**src/rtl/serial_subtractor_4.sv**
```systemverilog
// Bit-serial WIDTH-bit subtractor: D = A - B - borrow_in, LSB first, one full-subtractor
// cell reused over WIDTH cycles behind a start/busy/done handshake.
module serial_subtractor_4 #(
  parameter int unsigned WIDTH = 4
) (
  input  logic             i_clk,
  input  logic             i_rst_n,
  input  logic             i_start,
  input  logic [WIDTH-1:0] i_a,
  input  logic [WIDTH-1:0] i_b,
  input  logic             i_borrow_in,
  output logic             o_busy,
  output logic             o_done,
  output logic [WIDTH-1:0] o_d,
  output logic             o_borrow_out
);

  localparam int unsigned CNT_W = (WIDTH > 2) ? $clog2(WIDTH) : 1;
  localparam logic [CNT_W-1:0] LAST_BIT = CNT_W'(WIDTH - 1);

  typedef enum logic [1:0] {
    ST_IDLE = 2'd0,
    ST_RUN  = 2'd1,
    ST_DONE = 2'd2
  } state_t;

  state_t           state;
  state_t           state_next;
  logic             accept_c;
  logic             last_bit_c;
  logic             d_bit_c;
  logic             br_next_c;

  logic [WIDTH-1:0] a_sr;
  logic [WIDTH-1:0] b_sr;
  logic [WIDTH-1:0] res_sr;
  logic             br;
  logic [CNT_W-1:0] bit_cnt;

  // Full-subtractor cell on the current LSBs
  always_comb begin
    d_bit_c   = a_sr[0] ^ b_sr[0] ^ br;
    br_next_c = (~a_sr[0] & b_sr[0]) | (~(a_sr[0] ^ b_sr[0]) & br);
  end

  // State register
  always_ff @(posedge i_clk or negedge i_rst_n) begin
    if (!i_rst_n) begin
      state <= ST_IDLE;
    end else begin
      state <= state_next;
    end
  end

  // Next-state logic; a start is only honoured from IDLE or the DONE cycle
  always_comb begin
    state_next = state;
    accept_c   = 1'b0;
    last_bit_c = (bit_cnt == LAST_BIT);
    case (state)
      ST_IDLE: begin
        if (i_start) begin
          accept_c   = 1'b1;
          state_next = ST_RUN;
        end
      end
      ST_RUN: begin
        if (last_bit_c) begin
          state_next = ST_DONE;
        end
      end
      ST_DONE: begin
        if (i_start) begin
          accept_c   = 1'b1;
          state_next = ST_RUN;
        end else begin
          state_next = ST_IDLE;
        end
      end
      default: state_next = ST_IDLE;
    endcase
  end

  // Handshake outputs track the state being entered so they line up with it
  always_ff @(posedge i_clk or negedge i_rst_n) begin
    if (!i_rst_n) begin
      o_busy <= 1'b0;
      o_done <= 1'b0;
    end else begin
      o_busy <= (state_next == ST_RUN);
      o_done <= (state_next == ST_DONE);
    end
  end

  // Datapath: capture on accept, shift while running, publish on the last bit only
  always_ff @(posedge i_clk or negedge i_rst_n) begin
    if (!i_rst_n) begin
      a_sr         <= '0;
      b_sr         <= '0;
      res_sr       <= '0;
      br           <= 1'b0;
      bit_cnt      <= '0;
      o_d          <= '0;
      o_borrow_out <= 1'b0;
    end else if (accept_c) begin
      a_sr    <= i_a;
      b_sr    <= i_b;
      res_sr  <= '0;
      br      <= i_borrow_in;
      bit_cnt <= '0;
    end else if (state == ST_RUN) begin
      a_sr    <= a_sr >> 1;
      b_sr    <= b_sr >> 1;
      res_sr  <= {d_bit_c, res_sr[WIDTH-1:1]};
      br      <= br_next_c;
      bit_cnt <= bit_cnt + CNT_W'(1);
      if (last_bit_c) begin
        o_d          <= {d_bit_c, res_sr[WIDTH-1:1]};
        o_borrow_out <= br_next_c;
      end
    end
  end

endmodule

```
**config.mk**
```make
export PLATFORM = sky130hd
export DESIGN_NAME = serial_subtractor_4
export DESIGN_NICKNAME = d
export VERILOG_FILES = /design/src/rtl/serial_subtractor_4.sv
export SDC_FILE = /design/constraint.sdc
export NUM_CORES = 1
export LEC_CHECK = 0
export ABC_AREA = 1
export BUFFER_PORTS_ARGS = -buffer_cell sky130_fd_sc_hd__buf_4
export CAP_MARGIN = 30
export CORE_UTILIZATION = 57
export DETAILED_ROUTE_END_ITERATION = 16
export PLACE_DENSITY = 0.85
export SYNTH_ARGS = -nofsm -noshare
export SYNTH_HDL_FRONTEND = slang
export SYNTH_SLANG_ARGS = --single-unit
```
**constraint.sdc**
```tcl
create_clock -name i_clk -period 2.1 [get_ports i_clk]
set_input_delay 0 -clock i_clk [delete_from_list [all_inputs] [get_ports i_clk]]
set_output_delay 0 -clock i_clk [all_outputs]
set_load 0.02 [all_outputs]
```
==> key figures <==
Place
  – Port-buffer cells: 18
  – Number of instances in the placed design: 146
  – DP HPWL: around 1200 µm
  – Placed cell area: roughly 1100 µm²
  – GPL Wtd Cong: roughly 0.76
  – Pre-CTS setup slack: 0.816 ns

Yosys
  – Largest family of logic cells by synthesized area: simple AND/OR/NAND/NOR gates
  – Simple-gate share of the synthesized area: between 20% and 30%
  – Sequential fraction of the synthesis area: a little under three fifths
  – Largest area contributor in the netlist: dfrtp_1
  – Yosys Warn Count: 0
  – EDFF count, synth: 0
  – Post-synthesis adder-cell area fraction: under 10%
  – Syn Area/Cell: ~9.5 µm²
  – Synth Area in Compound Gates: 3.43%
  – Synth area leaders: dfrtp_1 56%, nand2_1 15%, nand3_1 9.8%
  – #FFs+latches synth: 23
  – Count of cell types in the netlist: 17
  – Xor/xnor share of the synthesized area: 0%
  – Most frequent cell after synthesis: nand2_1
  – Ys flop type: dfrtp_1
  – Synth Cell Area: 1020 µm²
  – Asr flop ratio synth: 100%
  – Post-Syn Nets: ~120
  – Post-synthesis mux area share: 0%
  – Top post-synthesis cells by count: 40 x nand2_1, 23 x dfrtp_1, 20 x nand3_1
  – Yosys top cell area share: 56.4%
  – Syn Inst Count: between 100 and 150

Clocking
  – CTS tree: built
  – CTS root buf: clkbuf_4
  – CTS H-Tree Depth: 1
  – TritonCTS sink count: 23
  – Clk pin slew, worst setup/hold paths: roughly 0.12 ns
  – Skew-Pair Late Insertion Delay: 0.30 ns
  – Post-CTS setup buffer count: 0
  – Max clock buf depth: 2
  – Num CTS Buffers: 3

Worst setup path
  – FF-to-FF setup slack: ~0.77 ns
  – Arr. time, crit path: 1.54 ns
  – Reg2Reg Launch Point: state[0]
  – Crit path max fanout: 11
  – Reg-to-reg critical path endpoint: o_d[1]
  – Startpoint Class: flip-flop
  – Worst reg2reg path depth: 5
  – WS Path Type: reg2reg
  – Critical path required time: 2.31 ns
  – Crit end category: flip-flop

Cells and area
  – Core Util, Final: 79.4%
  – Fin area: roughly 1300 µm²
  – Fill cells: between 100 and 150
  – Ant diodes: 0
  – Layout cells sized above 1: 23.5%
  – Area grow syn2layout: 23.9%
  – Footprint of the multi-input gates: about 370 µm²
  – Final net count: about 150
  – Register Area: roughly 580 µm²
  – Post-Layout Cell Count: 160

Power
  – Pwr dens: 1400 nW/µm²
  – Leak: between 0.6 and 0.7 nW
  – Peak VDD IR: around 0.0009 V
  – Tot Pwr: around 1.8 mW

Floorplan
  – Full die area: 1960 µm²
  – # IOs: 19
  – Die Y: ~44 µm
  – Row cnt: 14
  – Area of the core: 1590 µm²
  – Starting density of the core: 64.1%
  – Die Span X: between 40 and 50 µm

STA
  – Final Cycle Share: a little over three fifths
  – Setup_tns: 0 ns
  – Final hold viol count: 0
  – Fin. max-slew vios: 0
  – RSZ-0062 raised after global routing: no
  – Worst Max-Slew Pin Slew: between 0.4 and 0.5 ns
  – Max-slew headroom: a little under three quarters
  – F_max: about 750 MHz
  – Clock skew: between 0.002 and 0.003 ns
  – Setup ws final: 0.771 ns
  – Hold slack: about 0.025 ns
  – Min cycle time layout: approximately 1.3 ns
  – Final setup viols: 0

Min path
  – End of the worst hold path: state[0]
  – Hold_sp: i_start
  – Cell depth of the worst hold path: 3
  – Type of the most critical hold path: in2reg

Job
  – Max-cap violation count: 0

Run status
  – Status: complete, no violations

Drt
  – Drt initial violations: 21
  – Wire length per cell: 11.8 µm
  – Via count: around 800
  – Post-route ant nets: 0
  – Residual DRC: 0
  – Avg Vias per Cell: just under 5
  – DR pass1 iterations: 4
  – Final wirelength: around 1900 µm

Global routing
  – Vias in the first global route: ~700
  – Largest net degree at the start of global routing: 24
  – Initial antenna violation count: 0
  – Grt ovf: 0
  – Global-route wire length before repair: between 3000 and 4000 µm
  – Overall Global Routing Usage: 22.5%
==> cells by family after synthesis <==
| logic type | Yosys count |
|---|---|
| buffers and inverters | 12 |
| and+or+nand+nor | 67 |
| adders and majority gates | 2 |
| DFF | 23 |
| AOI/OAI and AO/OA | 4 |
==> how the worst max path moves through the flow <==
stage	slack, ns	end	cells past startpoint	from
after global routing	0.62	o_d[0]	5	state[0]
after global placement	0.88	o_d[0]	5	state[0]
final	0.77	o_d[1]	5	state[0]
after detailed placement	0.82	o_d[0]	5	state[0]
after CTS	0.79	o_d[0]	5	state[0]
after floorplan	1.01	res_sr[3]	3	a_sr[0]
==> final cells by class <==
type | instances | area share, %
repair buffers | 28 | 18.6
inverters | 8 | 2.37
flip-flops and latches | 23 | 45.5
multi-input cells | 73 | 29.1
clock buffers | 4 | 2.08
well taps | 24 | 2.37
==> timing repair <==
item	in CTS	in global routing
hold buffers	10	0
endpoints found under the hold margin	32	0
resized for setup	0	0
==> placed cells by master, fill, tap and decap left out, drive strengths merged <==
master and n:
inv 8, fa 1, dlygate4sd3 10, nor2 4, clkbuf 4, nand2 42
o21ai 4, ha 1, nand3 21, dfrtp 23, buf 18
==> per-layer routing <==
metal	GRT usage, %	part of all wire (%)	vias to the layer above
met5	0	0	-
li1	-	-	395
met1	26.2	41	363
met2	40.0	53	31
met4	9.09	2.0	0
met3	4.90	4.7	7
==> sequential cells by signal, indices dropped and copies added (netlist names) <==
name and flops:
a_sr 4, b_sr 4, bit_cnt 2, br 1, o_borrow_out 1, o_busy 1
o_d 4, o_done 1, res_sr 3, state 2
==> worst max-delay path, stage by stage, from the launching register on <==
cell	delay [ns]
dfrtp_1	0.43
inv_2	0.08
nor2_2	0.34
nand2_1	0.22
nand2_1	0.11
nand2_1	0.05
==> report_power, final <==
| part | internal, mW | switching, mW | leakage [nW] | total, mW |
|---|---|---|---|---|
| Clock | 0.0741 | 0.125 | 0.0150 | 0.199 |
| Sequential | 0.640 | 0.121 | 0.290 | 0.761 |
| Combinational | 0.310 | 0.502 | 0.351 | 0.811 |
Power figures use the tool's default switching activity.
